$ cat src/rtl/decode_hazard_ctrl.sv
// ---------------------------------------------------------------------------
// decode_hazard_ctrl
//
// Scoreboard-based issue controller sitting between decode and execute.
// Each architectural register has a small pending-write counter. Decode is
// stalled while a source operand has an outstanding write, or while the
// destination counter is saturated. Writeback releases counters; flush clears
// the whole scoreboard. A watchdog flags hazards that never resolve.
//
// Parameters:
//   NUM_REGS  number of architectural registers (x0 hardwired to zero)
//   CNT_W     pending-write counter width (max in flight = 2^CNT_W-1)
//   TIMEOUT   consecutive STALL cycles before o_hazard_timeout (1..65535)
//
// Ports:
//   i_clk, i_rst_n            clock (rising edge), async active-low reset
//   i_id_valid                decode holds a valid instruction
//   i_id_rs1_addr/_used       source 1 address / instruction reads rs1
//   i_id_rs2_addr/_used       source 2 address / instruction reads rs2
//   i_id_rd_addr              destination register
//   i_id_reg_write            instruction writes rd
//   i_ex_ready                execute can accept an instruction this cycle
//   i_reg_write_wb            writeback commits a register write
//   i_rd_addr_wb              writeback destination
//   i_flush                   kill in-flight work, clear scoreboard
//   o_issue                   instruction accepted into execute this cycle
//   o_id_stall                hold PC / IF-ID registers
//   o_pending_mask            bit i set = register i has an outstanding write
//   o_hazard_timeout          sticky watchdog flag
//   o_stall_cycles            stall event counter
//
// Optional feature macro: HAZ_STATS_EN
//   defined   -> o_stall_cycles counts every cycle with o_id_stall=1 (wraps)
//   undefined -> o_stall_cycles tied to 0, no counter flops
// ---------------------------------------------------------------------------
module decode_hazard_ctrl #(
  parameter  int NUM_REGS = 32,
  parameter  int CNT_W    = 2,
  parameter  int TIMEOUT  = 255,
  localparam int AW       = $clog2(NUM_REGS)
) (
  input  logic                i_clk,
  input  logic                i_rst_n,
  input  logic                i_id_valid,
  input  logic [AW-1:0]       i_id_rs1_addr,
  input  logic                i_id_rs1_used,
  input  logic [AW-1:0]       i_id_rs2_addr,
  input  logic                i_id_rs2_used,
  input  logic [AW-1:0]       i_id_rd_addr,
  input  logic                i_id_reg_write,
  input  logic                i_ex_ready,
  input  logic                i_reg_write_wb,
  input  logic [AW-1:0]       i_rd_addr_wb,
  input  logic                i_flush,
  output logic                o_issue,
  output logic                o_id_stall,
  output logic [NUM_REGS-1:0] o_pending_mask,
  output logic                o_hazard_timeout,
  output logic [31:0]         o_stall_cycles
);

  typedef enum logic [1:0] {
    ST_RUN   = 2'd0,
    ST_STALL = 2'd1,
    ST_FLUSH = 2'd2
  } state_t;

  localparam logic [CNT_W-1:0] CNT_MAX = {CNT_W{1'b1}};
  localparam logic [15:0]      WD_MAX  = 16'(TIMEOUT);

  state_t              r_state;
  state_t              w_state_next;
  logic [CNT_W-1:0]    r_cnt      [NUM_REGS];
  logic [CNT_W-1:0]    w_cnt_next [NUM_REGS];
  logic [15:0]         r_wdog;
  logic                r_timeout;
  logic                w_hazard;
  logic                w_issue;
  logic                w_id_stall;
  logic [NUM_REGS-1:0] w_mask;

  // Hazard looks only at registered counters: a writeback landing this cycle
  // does not unblock decode until the next cycle.
  always_comb begin
    w_hazard = 1'b0;
    if (i_id_rs1_used && (i_id_rs1_addr != '0) && (r_cnt[i_id_rs1_addr] != '0))
      w_hazard = 1'b1;
    if (i_id_rs2_used && (i_id_rs2_addr != '0) && (r_cnt[i_id_rs2_addr] != '0))
      w_hazard = 1'b1;
    if (i_id_reg_write && (i_id_rd_addr != '0) && (r_cnt[i_id_rd_addr] == CNT_MAX))
      w_hazard = 1'b1;
  end

  // Reset gating keeps issue/stall low while the block is held in reset.
  assign w_issue    = i_rst_n & i_id_valid & i_ex_ready & ~w_hazard &
                      (r_state != ST_FLUSH) & ~i_flush;
  assign w_id_stall = i_rst_n & i_id_valid & ~w_issue;

  // Per-register next count. Simultaneous inc and dec cancel; a writeback to
  // an empty counter (or during FLUSH) is dropped so nothing underflows.
  always_comb begin
    for (int i = 0; i < NUM_REGS; i++) begin
      w_cnt_next[i] = r_cnt[i];
      if (i != 0) begin
        w_cnt_next[i] = r_cnt[i]
          + CNT_W'(w_issue & i_id_reg_write & (i_id_rd_addr == AW'(i)))
          - CNT_W'(i_reg_write_wb & (i_rd_addr_wb == AW'(i)) &
                   (r_cnt[i] != '0) & (r_state != ST_FLUSH));
      end
    end
  end

  always_ff @(posedge i_clk or negedge i_rst_n) begin
    if (!i_rst_n) begin
      for (int i = 0; i < NUM_REGS; i++) r_cnt[i] <= '0;
    end else if (i_flush) begin
      for (int i = 0; i < NUM_REGS; i++) r_cnt[i] <= '0;
    end else begin
      for (int i = 0; i < NUM_REGS; i++) r_cnt[i] <= w_cnt_next[i];
    end
  end

  always_comb begin
    w_mask = '0;
    for (int i = 1; i < NUM_REGS; i++) w_mask[i] = (r_cnt[i] != '0);
  end

  // FSM: flush overrides every other transition.
  always_comb begin
    w_state_next = r_state;
    case (r_state)
      ST_RUN:   if (i_id_valid && w_hazard) w_state_next = ST_STALL;
      ST_STALL: if (!w_hazard || !i_id_valid) w_state_next = ST_RUN;
      ST_FLUSH: w_state_next = ST_RUN;
      default:  w_state_next = ST_RUN;
    endcase
    if (i_flush) w_state_next = ST_FLUSH;
  end

  always_ff @(posedge i_clk or negedge i_rst_n) begin
    if (!i_rst_n) r_state <= ST_RUN;
    else          r_state <= w_state_next;
  end

  // Watchdog counts STALL cycles and saturates at TIMEOUT; the flag rises on
  // the same edge the count reaches TIMEOUT and is held until flush/reset.
  always_ff @(posedge i_clk or negedge i_rst_n) begin
    if (!i_rst_n) begin
      r_wdog    <= '0;
      r_timeout <= 1'b0;
    end else if (i_flush) begin
      r_wdog    <= '0;
      r_timeout <= 1'b0;
    end else if (r_state == ST_STALL) begin
      if (r_wdog < WD_MAX) r_wdog <= r_wdog + 16'd1;
      if (r_wdog >= WD_MAX - 16'd1) r_timeout <= 1'b1;
    end else begin
      r_wdog <= '0;
    end
  end

`ifdef HAZ_STATS_EN
  logic [31:0] r_stall_cycles;

  always_ff @(posedge i_clk or negedge i_rst_n) begin
    if (!i_rst_n)        r_stall_cycles <= '0;
    else if (w_id_stall) r_stall_cycles <= r_stall_cycles + 32'd1;
  end

  assign o_stall_cycles = r_stall_cycles;
`else
  assign o_stall_cycles = '0;
`endif

  assign o_issue          = w_issue;
  assign o_id_stall       = w_id_stall;
  assign o_pending_mask   = w_mask;
  assign o_hazard_timeout = r_timeout;

endmodule

$ cat config.mk
export PLATFORM = sky130hd
export DESIGN_NAME = decode_hazard_ctrl
export DESIGN_NICKNAME = d
export VERILOG_FILES = /design/src/rtl/decode_hazard_ctrl.sv
export SDC_FILE = /design/constraint.sdc
export NUM_CORES = 1
export LEC_CHECK = 0
export BUFFER_PORTS_ARGS = -buffer_cell sky130_fd_sc_hd__buf_2
export CAP_MARGIN = 20
export CORE_ASPECT_RATIO = 0.5
export CORE_MARGIN = 8
export CORE_UTILIZATION = 40
export DETAILED_ROUTE_END_ITERATION = 10
export HOLD_SLACK_MARGIN = 0.02
export SLEW_MARGIN = 0
export SYNTH_ARGS = -nofsm -noshare
export SYNTH_HDL_FRONTEND = slang
export SYNTH_SLANG_ARGS = --single-unit
$ cat constraint.sdc
create_clock -name i_clk -period 3.2 [get_ports i_clk]
set_input_delay 0.32 -clock i_clk [delete_from_list [all_inputs] [get_ports i_clk]]
set_output_delay 0.32 -clock i_clk [all_outputs]
set_load 0.03 [all_outputs]
## Word-level counts from Yosys, hierarchy flattened

Index checks and enable logic that the tools add are counted.
Widths: inputs -> output; s select.

- Add/sub/neg operators: 63
- Multipliers: 0
- Div/mod/pow operators: 0
- Order comparisons: 5
- Eq/ne operators: 68
- Shift operators: 0
- Multiplexer cells: 23
- Bitwise operators: 137
- Reduce and logical (&&, ||, !) cells: 51

Operator list:

| kind | count |
|---|---|
| $eq 5x5->1 const B | 32 |
| $and 1x1->1 | 101 |
| $eq 5x4->1 const B | 16 |
| $reduce_bool 2->1 | 35 |
| $mux 62 | 1 |
| $sub 2x1->2 | 31 |
| $add 2x2->2 | 30 |
| $and 2x1->2 | 30 |
| $mux 16 | 3 |
| $eq 5x3->1 const B | 8 |
| $bmux 2 s5 | 3 |
| $eq 5x2->1 const B | 4 |
| $ge 6x6->1 const B | 3 |
| $mux 2 | 9 |
| $not 5->6 | 3 |
| $add 16x1->16 const B | 1 |
| $ge 16x8->1 const B | 1 |
| $lt 16x8->1 const B | 1 |
| $reduce_bool 5->1 | 3 |
| $eq 5x1->1 const B | 2 |
| $logic_and 1x1->1 | 7 |
| $mux 1 | 6 |
| $ne 3x3->1 const B | 2 |
| $pmux 2 s2 | 1 |
| other kinds (10) | 14 |

- Register bits: 81
- Bits in latches: 0
- RAM bits: 0
- Memory bits (read-only): 0
- Input port bits: 29
- Output and inout bits: 67
- Logic and storage cells: 381
- Memories kept: 0

## Depth between registers and ports, before layout

- Depth in word-level cells: 18
- Mapped depth: 16
- Gate-level depth less buffers: 14

## Worst setup path after synthesis

No wires, ideal clock.

- Path kind: register to register
- Start point: register r_cnt[0] in the netlist's numbering
- End point: register r_cnt[11] in the netlist's numbering
- Setup time: 132 ps
- Arrival: 3352 ps
- Data required time: 3068 ps
- Slack: -283 ps
- Stages on the path, launching flop included: 16
- Period minus slack after synthesis: 3483 ps
- Cells stage by stage: dfrtp_1 nor2_1 inv_1 mux4_2 a2111oi_2 a211oi_1 a211o_1 nor4_4 buf_6 nand3_2 ha_1 inv_1 ha_1 xor2_1 xnor2_1 nor2_1

- Cells in the longest elaborated chain, start to end: 17

Ends and longest elaborated chain:

| what | line | text |
|---|---|---|
| start: declaration | 73 | `logic [CNT_W-1:0] r_cnt [NUM_REGS];` |
| $bmux 2 s5 | 86 | `if (i_id_rs1_used && (i_id_rs1_addr != '0) && (r_cnt[i_id_rs1_addr] != '0))` |
| $mux 2 (not written as such) (2 in series) | 86 |  |
| $reduce_bool 2->1 | 86 |  |
| $logic_and 1x1->1 | 86 |  |
| $mux 1 | 86 |  |
| $mux 1 | 88 | `if (i_id_rs2_used && (i_id_rs2_addr != '0) && (r_cnt[i_id_rs2_addr] != '0))` |
| $mux 1 * | 90 | `if (i_id_reg_write && (i_id_rd_addr != '0) && (r_cnt[i_id_rd_addr] == CNT_MAX))` |
| $not 1->1 * | 95 | `assign w_issue = i_rst_n & i_id_valid & i_ex_ready & ~w_hazard &` |
| $and 1x1->1 * (2 in series) | 95 |  |
| $and 1x1->1 * | 96 | `(r_state != ST_FLUSH) & ~i_flush;` |
| $and 1x1->1 * | 106 | `+ CNT_W'(w_issue & i_id_reg_write & (i_id_rd_addr == AW'(i)))` |
| $and 2x1->2 * | 106 |  |
| $add 2x2->2 * | 106 |  |
| $sub 2x1->2 * | 107 | `- CNT_W'(i_reg_write_wb & (i_rd_addr_wb == AW'(i)) &` |
| $mux 62 * | 116 | `end else if (i_flush) begin` |

Every way passes the cells marked *; elsewhere a longest branch is shown, timed or not. The select of a mux whose other input is x is not followed.
A chain may end at the register's enable or synchronous reset.

## Worst setup path after layout

- Start point: register r_cnt[5] in the netlist's numbering
- End point: register r_cnt[59] in the netlist's numbering

Same word-level chain as after synthesis.

==> run metrics <==
initial antenna violation count=1; maxcap violations=0; PwrDens=294 mW/mm^2; H-tree lvl count=3; Most used DFF post-synth=dfrtp_1; post-synthesis mux area share=0.0461; WL met2=about 9000 um; Async S/R FF share, synth=1.00; r2r startpoint=r_cnt[5]; most frequent cell after synthesis=nor2_1; met3 WL=1560 um; highest routed layer=met4; worst setup path start=r_cnt[5]; Synth top area share=0.311; drt first-iter violations=481; relative slew slack=0.401; Cell Area, Synth=between 0.006 and 0.007 sq mm; Critical Path RT=about 3.4 ns; CP Launch Type=register; Most common cell on crit path=ha_1; R2R setup slack=-0.34 ns; Worst path slowest cell=mux4_2; vias in the first global route=5,720; IO Port Bufs=62; Pins Over Slew Limit=0; EDFF count, synth=0; CP top delay family=compound AO/OA/AOI/OAI gates; setup ws final=-0.337 ns; number of remaining DRC errors=0; global-route wire length before repair=30,600 um; WS Path Type=reg -> reg; failing checks=negative setup slack; setup violators final=64; worst min path class=in -> async; Post-Syn Instances=742; part of the Yosys area used for sequential elements=0.311; Die Width=roughly 200 um; I/O pin count=96; Crit. End Element=register; RSZ-0062 raised after global routing=yes; Distinct cells, synth=53; CTS tree=built; outcome=finished with violations; simple-gate share of the synthesized area=0.263; adder-cell share of the synthesized area=0.123; #FFs+latches synth=81; min cycle time layout=3.54 ns; commonest cells in the netlist=nor2_1 (109), dfrtp_1 (81), inv_1 (67); Bufs on Longest Clock Path=2; Tcrit/Tclk final=1.11; CP Buf/Inv Count=3; FMAX=0.283 GHz; clk sinks=81; fin area=about 0.0084 sq mm; cells along the critical path=or2_4, mux4_2, a2111oi_4, a211oi_2, a211o_1, nor4_4, buf_4, buf_12, nand3_2, ha_1, inv_1, ha_1, xor2_2, xnor2_1, nor2_1; CTS buffer count=9; reg2reg path depth=15; RR Endpoint=r_cnt[59]; Power Total=roughly 2500 uW; Clk pin slew, worst setup/hold paths=0.07 ns; DRT antenna net count=0; dpl cell area=between 0.007 and 0.008 sq mm; P_leak=0.00418 uW; Layout Area Growth over Synthesis=28.6%; VDD IR-drop max=238 uV; Area contributors post-synth=dfrtp_1 (31%), ha_1 (12%), nor2_1 (6.3%); GRT Util Overall=0.184; Sequential Area=0.00203 sq mm; root buffer cell=clkbuf_16; slowest stage delay, CP=0.52 ns; # rows=33; Clock Latency Late Sink=0.35 ns; Final Hold Violating Endpoints=0; initial core utilization=0.403; nets=roughly 940; die footprint=0.0209 sq mm; Avg Inst Size Synth=8.78 sq um; largest net degree at the start of global routing=82; Hold Buf Count CTS=0; HPWL after detailed placement=13,600 um; Vias=around 5,700; gr ovfl total=0; DRT Pass-1 Iters=5; number of synthesis warnings=0; Core Area=0.0161 sq mm; largest family of logic cells by synthesized area=simple AND/OR/NAND/NOR gates; Via density=5.25; wl on met1=between 8000 and 9000 um; Synth Area in XOR/XNOR=0.0915; DP Worst Slack=-0.302 ns; layout cells sized above 1=0.321; compound-gate portion of the synthesized area=0.0625; area of the multi-input gates=0.00456 sq mm; routed length per instance=18.1 um; Post-Route WL=19,500 um; Least-Margin Pin Slew=0.876 ns; Yosys top cell by area=dfrtp_1; Setup Skew=0.00980 ns; Core Util, Final=0.519; Critical Path AT=~3.8 ns; Chip Height=106 um; Fillers=1,456; routability cong.=0.932; crit path max fanout=8
final cells by class:
cell class	count	share of cell area
Clock buffer	9	0.0269
Timing Repair Buffer	134	0.114
Sequential cell	81	0.242
Clock inverter	7	0.00807
Multi-Input combinational cell	556	0.544
Inverter	67	0.0303
Antenna cell	1	0.000299
Tap cell	227	0.0339
report_power, final:
group	internal [uW]	switching (uW)	leakage, uW
Clock	551	503	0.000143
Combinational	112	272	0.00291
Sequential	1020	1.50	0.00113
Total	1690	777	0.00418
state kept, by name, summed over array words and instances, names as in the netlist:
register          cells
o_hazard_timeout      1
r_state               2
r_cnt                62
r_wdog               16
how the worst max path moves through the flow:
stage | to | slack [ns] | depth (start not counted)
after floorplan | r_cnt[11] | -0.25 | 14
after global placement | r_cnt[37] | -0.25 | 15
after detailed placement | r_cnt[33] | -0.30 | 14
after CTS | r_cnt[31] | -0.31 | 16
after global routing | r_cnt[47] | -0.46 | 15
final | r_cnt[59] | -0.34 | 15
layout by cell type (no fill, tap or decap), drive strengths merged, types with 3 or more instances in the layout:
| cell | instances |
|---|---|
| buf | 134 |
| nor2 | 110 |
| dfrtp | 81 |
| inv | 73 |
| ha | 64 |
| nand3 | 43 |
| nor3 | 37 |
| xor2 | 36 |
| nand2 | 34 |
| conb | 33 |
| nor2b | 32 |
| xnor2 | 32 |
| o21ai | 11 |
| mux4 | 11 |
| and3 | 11 |
| a21oi | 10 |
| nor4 | 10 |
| nand2b | 9 |
| clkbuf | 9 |
| a2111oi | 8 |
| or3 | 6 |
| a211oi | 6 |
| or2 | 6 |
| nor3b | 5 |
| a31oi | 5 |
| o211ai | 4 |
| nand4 | 4 |
| mux2i | 3 |
| a221oi | 3 |
| a311oi | 3 |
| nand3b | 3 |
layer usage:
| layer | global-route usage | up-vias |
|---|---|---|
| li1 | - | 2642 |
| met1 | 0.245 | 2796 |
| met5 | 0 | - |
| met3 | 0.0451 | 35 |
| met2 | 0.296 | 210 |
| met4 | 0.0522 | 0 |
through the flow:
step	hold slack (ns)	TNS, ns	instances
after floorplan	0.0244	-9.74	774
after global placement	0.502	-8.56	1058
after detailed placement	0.504	-11.13	1058
after CTS	0.179	-13.75	1084
after global routing	0.116	-20.36	1081
final	0.0707	-13.07	1082
cell families (layout without fill, tap and decap cells):
family / after synthesis / in the layout
and+or+nand+nor: 317 / 317
buffers and inverters: 137 / 217
other: 1 / 34
AOI/OAI and AO/OA: 58 / 58
adders and majority gates: 64 / 64
muxes: 16 / 16
xor gates and xnor gates: 68 / 68
DFF: 81 / 81
timing repair:
item,CTS,global route
pin swaps,27,43
endpoints found under the setup margin,64,64
gates cloned,3,0
buffers inserted,7,0
resized for setup,30,74
Note: power is estimated with default switching activity, not from simulation.
